<file path="config.mk">
export PLATFORM = sky130hd
export DESIGN_NAME = mem_port_arbiter_flat
export DESIGN_NICKNAME = d
export VERILOG_FILES = /design/src/rtl/mem_port_arbiter_pkg.sv /design/src/rtl/mem_port_arbiter_if.sv /design/src/rtl/mem_port_arbiter_rr_pick.sv /design/src/rtl/mem_port_arbiter.sv /design/src/flat_wrapper.sv
export SDC_FILE = /design/constraint.sdc
export NUM_CORES = 1
export LEC_CHECK = 0
export ABC_AREA = 1
export CORE_MARGIN = 2
export CORE_UTILIZATION = 40
export DETAILED_ROUTE_END_ITERATION = 10
export PLACE_DENSITY = 0.82
export SYNTH_ARGS = -nofsm -noshare
export SYNTH_HDL_FRONTEND = slang
export SYNTH_SLANG_ARGS = --single-unit
export TNS_END_PERCENT = 10
</file>
<file path="constraint.sdc">
create_clock -name clk -period 3.45 [get_ports clk]
set_clock_uncertainty 0.2 [all_clocks]
set_input_delay 0.69 -clock clk [delete_from_list [all_inputs] [get_ports clk]]
set_output_delay 0.69 -clock clk [all_outputs]
set_load 0.03 [all_outputs]
</file>
<file path="src/rtl/mem_port_arbiter_pkg.sv">
// Shared definitions for the MEM16x8 port arbiter: requester indices, FSM
// encodings, default widths and the round-robin wrap helper.
package mem_port_arbiter_pkg;

  localparam int NREQ_DEF      = 3;
  localparam int AW_DEF        = 4;
  localparam int DW_DEF        = 8;
  localparam int MAX_BURST_DEF = 8;

  localparam int REQ_CTRL = 0;
  localparam int REQ_COMP = 1;
  localparam int REQ_DISP = 2;

  localparam logic [0:0] ST_IDLE = 1'b0;
  localparam logic [0:0] ST_OWN  = 1'b1;

  typedef struct packed {
    logic [1:0] idx;
    logic       found;
  } pick_t;

  // Wraps idx into [0, n) assuming idx < 2*n, which is all a rotating scan needs.
  function automatic logic [1:0] rr_wrap(input int idx, input int n);
    int r;
    r = idx;
    if (r >= n) r = r - n;
    return r[1:0];
  endfunction

endpackage

</file>
<file path="src/rtl/mem_port_arbiter_if.sv">
// Requester-side bus plus MEM16x8 pins of the port arbiter, bundled so the
// arbiter and its users share a single connection point.
interface mem_port_arbiter_if
  import mem_port_arbiter_pkg::*;
#(
  parameter int NREQ = NREQ_DEF,
  parameter int AW   = AW_DEF,
  parameter int DW   = DW_DEF
);

  logic [NREQ-1:0]    req;
  logic [NREQ-1:0]    lock;
  logic [NREQ-1:0]    wr;
  logic [NREQ*AW-1:0] addr;
  logic [NREQ*DW-1:0] wdata;
  logic [NREQ-1:0]    gnt;
  logic [NREQ-1:0]    rvalid;
  logic [DW-1:0]      rdata;
  logic [1:0]         owner;
  logic               busy;

  logic               mem_wr;
  logic [AW-1:0]      mem_addr;
  logic [DW-1:0]      mem_din;
  logic [DW-1:0]      mem_dout;

  modport master (
    output req, lock, wr, addr, wdata, mem_dout,
    input  gnt, rvalid, rdata, owner, busy, mem_wr, mem_addr, mem_din
  );

  modport slave (
    input  req, lock, wr, addr, wdata, mem_dout,
    output gnt, rvalid, rdata, owner, busy, mem_wr, mem_addr, mem_din
  );

endinterface

</file>
<file path="src/rtl/mem_port_arbiter_rr_pick.sv">
// Combinational round-robin picker: first masked request at or after i_rr_ptr.
module mem_port_arbiter_rr_pick
  import mem_port_arbiter_pkg::*;
#(
  parameter int NREQ = NREQ_DEF
) (
  input  logic [NREQ-1:0] i_req,
  input  logic [NREQ-1:0] i_mask,
  input  logic [1:0]      i_rr_ptr,
  output logic [1:0]      o_winner,
  output logic            o_found
);

  logic [NREQ-1:0] w_elig;
  logic [1:0]      w_idx;

  assign w_elig = i_req & i_mask;

  always_comb begin
    o_found  = 1'b0;
    o_winner = '0;
    w_idx    = '0;
    for (int k = 0; k < NREQ; k++) begin
      w_idx = rr_wrap(int'(i_rr_ptr) + k, NREQ);
      if (!o_found && w_elig[w_idx]) begin
        o_found  = 1'b1;
        o_winner = w_idx;
      end
    end
  end

endmodule

</file>
<file path="src/rtl/mem_port_arbiter.sv">
// Round-robin arbiter sharing the single-port MEM16x8 among NREQ requesters,
// with capped locked bursts and 1-cycle tagged read return.
module mem_port_arbiter
  import mem_port_arbiter_pkg::*;
#(
  parameter int NREQ      = NREQ_DEF,
  parameter int AW        = AW_DEF,
  parameter int DW        = DW_DEF,
  parameter int MAX_BURST = MAX_BURST_DEF
) (
  input  logic              clk,
  input  logic              rst_n,
  mem_port_arbiter_if.slave bus
);

  localparam int BCW = $clog2(MAX_BURST + 1);

  logic [0:0]      r_state;
  logic [1:0]      r_rr_ptr;
  logic [1:0]      r_owner;
  logic [BCW-1:0]  r_burst_cnt;
  logic [NREQ-1:0] r_rvalid_p1;
  logic [AW-1:0]   r_last_addr;

  logic [NREQ-1:0] w_owner_bit;
  logic [NREQ-1:0] w_mask;
  logic [NREQ-1:0] w_gnt_raw;
  logic [NREQ-1:0] w_gnt;
  logic            w_own_req;
  logic            w_own_lock;
  logic            w_cap;
  logic            w_others;
  logic            w_hold;
  logic            w_any;
  logic [1:0]      w_g;
  logic [AW-1:0]   w_sel_addr;
  logic [DW-1:0]   w_sel_din;
  pick_t           w_pick;

  assign w_owner_bit = NREQ'(1) << r_owner;
  assign w_own_req   = bus.req[r_owner];
  assign w_own_lock  = bus.lock[r_owner];
  assign w_cap       = (r_burst_cnt == BCW'(MAX_BURST));
  assign w_others    = |(bus.req & ~w_owner_bit);

  // The owner keeps the port only while it still requests and is under the cap;
  // every other case falls back to a normal arbitration in the same cycle.
  assign w_hold = (r_state == ST_OWN) && w_own_req && !w_cap;
  assign w_mask = ((r_state == ST_OWN) && w_cap && w_others) ? ~w_owner_bit : '1;

  mem_port_arbiter_rr_pick #(
    .NREQ (NREQ)
  ) u_rr_pick (
    .i_req    (bus.req),
    .i_mask   (w_mask),
    .i_rr_ptr (r_rr_ptr),
    .o_winner (w_pick.idx),
    .o_found  (w_pick.found)
  );

  always_comb begin
    w_gnt_raw = '0;
    w_g       = w_pick.idx;
    if (w_hold) begin
      w_gnt_raw = w_owner_bit;
      w_g       = r_owner;
    end else if (w_pick.found) begin
      w_gnt_raw = NREQ'(1) << w_pick.idx;
    end
  end

  assign w_gnt      = rst_n ? w_gnt_raw : '0;
  assign w_any      = |w_gnt;
  assign w_sel_addr = bus.addr[w_g*AW +: AW];
  assign w_sel_din  = bus.wdata[w_g*DW +: DW];

  assign bus.gnt      = w_gnt;
  assign bus.mem_wr   = w_any & bus.wr[w_g];
  assign bus.mem_addr = w_any ? w_sel_addr : r_last_addr;
  assign bus.mem_din  = w_sel_din;
  assign bus.rvalid   = r_rvalid_p1;
  assign bus.rdata    = bus.mem_dout;
  assign bus.owner    = r_owner;
  assign bus.busy     = (r_state == ST_OWN);

  always_ff @(posedge clk or negedge rst_n) begin
    if (!rst_n) begin
      r_state     <= ST_IDLE;
      r_rr_ptr    <= '0;
      r_owner     <= '0;
      r_burst_cnt <= '0;
    end else if (w_hold) begin
      if (w_own_lock) begin
        r_burst_cnt <= r_burst_cnt + BCW'(1);
      end else begin
        r_state     <= ST_IDLE;
        r_owner     <= '0;
        r_burst_cnt <= '0;
      end
    end else if (w_pick.found) begin
      r_rr_ptr <= rr_wrap(int'(w_pick.idx) + 1, NREQ);
      if (bus.lock[w_pick.idx]) begin
        r_state     <= ST_OWN;
        r_owner     <= w_pick.idx;
        r_burst_cnt <= BCW'(1);
      end else begin
        r_state     <= ST_IDLE;
        r_owner     <= '0;
        r_burst_cnt <= '0;
      end
    end else begin
      r_state     <= ST_IDLE;
      r_owner     <= '0;
      r_burst_cnt <= '0;
    end
  end

  // Read-return stage: memory data appears one cycle after the grant.
  always_ff @(posedge clk or negedge rst_n) begin
    if (!rst_n) r_rvalid_p1 <= '0;
    else        r_rvalid_p1 <= w_gnt & ~bus.wr;
  end

  always_ff @(posedge clk) begin
    if (w_any) r_last_addr <= w_sel_addr;
  end

endmodule

</file>
<file path="src/flat_wrapper.sv">
// flat-port wrapper written by rule: the top's interface ports become plain ports
module mem_port_arbiter_flat import mem_port_arbiter_pkg::*;
#(
  parameter int NREQ      = NREQ_DEF,
  parameter int AW        = AW_DEF,
  parameter int DW        = DW_DEF,
  parameter int MAX_BURST = MAX_BURST_DEF
)
  (clk, rst_n, bus_req, bus_lock, bus_wr, bus_addr, bus_wdata, bus_mem_dout, bus_gnt, bus_rvalid, bus_rdata, bus_owner, bus_busy, bus_mem_wr, bus_mem_addr, bus_mem_din);
  mem_port_arbiter_if #(.NREQ(NREQ), .AW(AW), .DW(DW)) bus_i ();
  input  logic clk;
  input  logic rst_n;
  input wire logic [$bits(bus_i.req)-1:0] bus_req;
  input wire logic [$bits(bus_i.lock)-1:0] bus_lock;
  input wire logic [$bits(bus_i.wr)-1:0] bus_wr;
  input wire logic [$bits(bus_i.addr)-1:0] bus_addr;
  input wire logic [$bits(bus_i.wdata)-1:0] bus_wdata;
  input wire logic [$bits(bus_i.mem_dout)-1:0] bus_mem_dout;
  output wire logic [$bits(bus_i.gnt)-1:0] bus_gnt;
  output wire logic [$bits(bus_i.rvalid)-1:0] bus_rvalid;
  output wire logic [$bits(bus_i.rdata)-1:0] bus_rdata;
  output wire logic [$bits(bus_i.owner)-1:0] bus_owner;
  output wire logic [$bits(bus_i.busy)-1:0] bus_busy;
  output wire logic [$bits(bus_i.mem_wr)-1:0] bus_mem_wr;
  output wire logic [$bits(bus_i.mem_addr)-1:0] bus_mem_addr;
  output wire logic [$bits(bus_i.mem_din)-1:0] bus_mem_din;
  assign bus_i.req = bus_req;
  assign bus_i.lock = bus_lock;
  assign bus_i.wr = bus_wr;
  assign bus_i.addr = bus_addr;
  assign bus_i.wdata = bus_wdata;
  assign bus_i.mem_dout = bus_mem_dout;
  assign bus_gnt = bus_i.gnt;
  assign bus_rvalid = bus_i.rvalid;
  assign bus_rdata = bus_i.rdata;
  assign bus_owner = bus_i.owner;
  assign bus_busy = bus_i.busy;
  assign bus_mem_wr = bus_i.mem_wr;
  assign bus_mem_addr = bus_i.mem_addr;
  assign bus_mem_din = bus_i.mem_din;
  mem_port_arbiter #(.NREQ(NREQ), .AW(AW), .DW(DW), .MAX_BURST(MAX_BURST)) u_core (.clk(clk), .rst_n(rst_n), .bus(bus_i));
endmodule
</file>
==> results.sh <==
export IMPL_slowest_delay_ns=0.39
export IMPL_cts_buffers=3
export IMPL_yosys_warnings=0
export IMPL_grt_start_max_net_pins=14
export IMPL_die_area_um2=4480
export IMPL_crit_fanout=5
export IMPL_finalSetupViolCount=17
export IMPL_wl_um=5782
export IMPL_holdWs_ns=0.3003
export IMPL_synthesis_area_um2=1584
export IMPL_drv_cap=0
export IMPL_ys_ff_latch=16
export IMPL_required_ns=2.56
export IMPL_cts_hold_buf=0
export IMPL_grt_overflow=0
export IMPL_netlist_top_cells_area="dfrtp_1 19%, nand2_1 14%, nand3_1 11%"
export IMPL_start_kind="flop"
export IMPL_clk_path_buf_depth=2
export IMPL_gr_usage_all_layers_pct=26.26
export IMPL_slew_headroom_pct=51.83
export IMPL_die_x_um=66.93
export IMPL_gp_congestion=0.8362
export IMPL_dp_cells=376
export IMPL_port_buffers=68
export IMPL_vias=2031
export IMPL_ys_types=29
export IMPL_coreArea_um2=3744
export IMPL_avgSynthCellArea_um2=6.546
export IMPL_fin_nets=405
export IMPL_arrival_ns=2.80
export IMPL_path_clk_slew_ns=0.07
export IMPL_vias_per_cell=5.181
export IMPL_initialDrtViolationCount=131
export IMPL_cts_tree="built"
export IMPL_finalHoldViolCount=0
export IMPL_clock_latency_ns=0.26
export IMPL_route_detailed_drc=0
export IMPL_grt_pass1_vias=1995
export IMPL_slew_violations=0
export IMPL_insertedDiodeCount=0
export IMPL_layout_drive_gt1_share_pct=34.59
export IMPL_htreeDepth=1
export IMPL_cts_num_sinks=16
export IMPL_fillers=266
export IMPL_area_growth_pct=73.70
export IMPL_synth_nets=302
export IMPL_multi_input_area_um2=1111
export IMPL_die_h_um=66.93
export IMPL_drtPass1Iterations=4
export IMPL_final_cell_mix="49 x clkdlybuf4s50_1, 47 x buf_4, 42 x nand2_1"
export IMPL_synth_area_leader_cell="dfrtp_1"
export IMPL_layout_commonest_cell="clkdlybuf4s50_1"
export IMPL_fin_cells=392
export IMPL_async_reset_ff_share_pct=75.00
export IMPL_tightestPinTransition_ns=0.7150
export IMPL_start_util_pct=42.31
export IMPL_num_rows=22
export IMPL_synth_edf_count=0
export IMPL_rsz0062_at_grt="true"
export IMPL_fmax_mhz=270.9
export IMPL_min_period_ns=3.691
export IMPL_wl_per_cell_um=14.75
export IMPL_path_cells="inv_2 > ha_4 > nand2_4 > nor3_4 > buf_12 > nand3_4 > nand4_1 > inv_2 > a21oi_4 > nand3_2 > nand2_2 > nand2_2 > ha_4 > nand2_2 > nand2_2 > nand3_2 > nand2_2 > inv_4 > nand2_4 > nand2_2 > nand2_2 > buf_6"
export IMPL_cp_common_cell="nand2_2"
export IMPL_synth_cells=242
export IMPL_critPathKind="flop to output port"
export IMPL_seqCellArea_um2=381.6
export IMPL_hpwlAfterDp_um=3967
export IMPL_fin_ws_ns=-0.2409
export IMPL_grt_pass1_wl_um=9073
export IMPL_seq_area_frac_synth_pct=24.01
export IMPL_cp_slowest_cell="dfrtp_1"
export IMPL_cts_root_buf="clkbuf_8"
export IMPL_run_status="finished, violations left"
export IMPL_antenna_found_initial=0
export IMPL_period_share_pct=107.0
export IMPL_violations="negative setup slack"
export IMPL_final_core_util_pct=73.50
export IMPL_synth_top_area_share_pct=18.96
export IMPL_hp_class="flop to flop"
export IMPL_place_ws_ns=-0.5388
export IMPL_antenna_left=0
export IMPL_ioPinCount=85
export IMPL_worst_setup_path_end_kind="output port"
export IMPL_synthFlopType="dfrtp_1"
## Yosys cell counts (all sizes together) (4+ instances only)
cell	n
nand3	44
nand2	69
a21oi	9
dfrtp	12
ha	5
nor2	15
nand4	6
dfxtp	4
o21ai	25
inv	35
buf	11
## cells by family after synthesis
| family | after synthesis | share of synthesized area (%) |
|---|---|---|
| AND/OR/NAND/NOR | 136 | 44.47 |
| XOR/XNOR | 2 | 1.106 |
| AO/OA/AOI/OAI | 36 | 11.85 |
| flip-flops | 16 | 24.01 |
| buffers and inverters | 47 | 14.61 |
| adder cells (fa/ha/maj) | 5 | 3.949 |
## metrics by stage
step | TNS (ns) | area [µm²]
finish | -2.459 | 2751
global route | -5.078 | 2751
CTS | -3.103 | 2708
detailed placement | -6.127 | 2412
global placement | -5.074 | 2412
floorplan | 0 | 1584
## sequential cells by signal, summed over array words and instances, names as in the netlist
name,cells
u_core.r_burst_cnt,4
u_core.r_rr_ptr,2
u_core.bus.rvalid,3
u_core.bus.busy,1
u_core.r_last_addr,4
u_core.bus.owner,2
## layer usage
metal / up-vias / global-route usage [%] / routed length, µm
li1: 986 / - / -
met1: 948 / 31.96 / 2296
met2: 84 / 46.38 / 3022
met3: 13 / 4.392 / 331
met4: 0 / 8.929 / 132
met5: - / 0 / 0
## critical path: cells and delay by family, from the launching register on
| family | cells | cell delay (ns) |
|---|---|---|
| AOI/OAI and AO/OA | 1 | 0.14 |
| adders and majority gates | 2 | 0.31 |
| buffers and inverters | 5 | 0.50 |
| DFF | 1 | 0.39 |
| and+or+nand+nor | 14 | 1.22 |
## repair_timing
item                                    4_1_cts  5_1_grt
endpoints found under the setup margin       16       18
pin swaps                                    21       16
resized for setup                            44       13
buffers inserted                             11        1
endpoints found under the hold margin         0        0
## final timing paths
check | start | to | slack, ns | cells after the start
worst max register to register | u_core.r_burst_cnt[0] | u_core.r_burst_cnt[0] | -0.13 | 28
worst min register to register | u_core.r_last_addr[3] | u_core.r_last_addr[3] | 0.30 | 2
worst max-delay path | u_core.r_burst_cnt[0] | bus_mem_addr[1] | -0.24 | 22
max in group asynchronous | rst_n | u_core.bus.owner[0] | 2.04 | 2
worst min-delay path | u_core.r_last_addr[3] | u_core.r_last_addr[3] | 0.30 | 2
min in group asynchronous | rst_n | u_core.bus.rvalid[1] | 0.51 | 1
## layout make-up
type,instances,area share (%)
tap,48,2.183
timing repair buffer,110,36.43
clock buffer,4,2.001
inverter,35,5.139
sequential,16,13.87
multi-input combinational,179,40.38
Power is left out: the tool's default activity adds up to more than one toggle a clock period on the data nets, which glitch-free logic cannot reach.
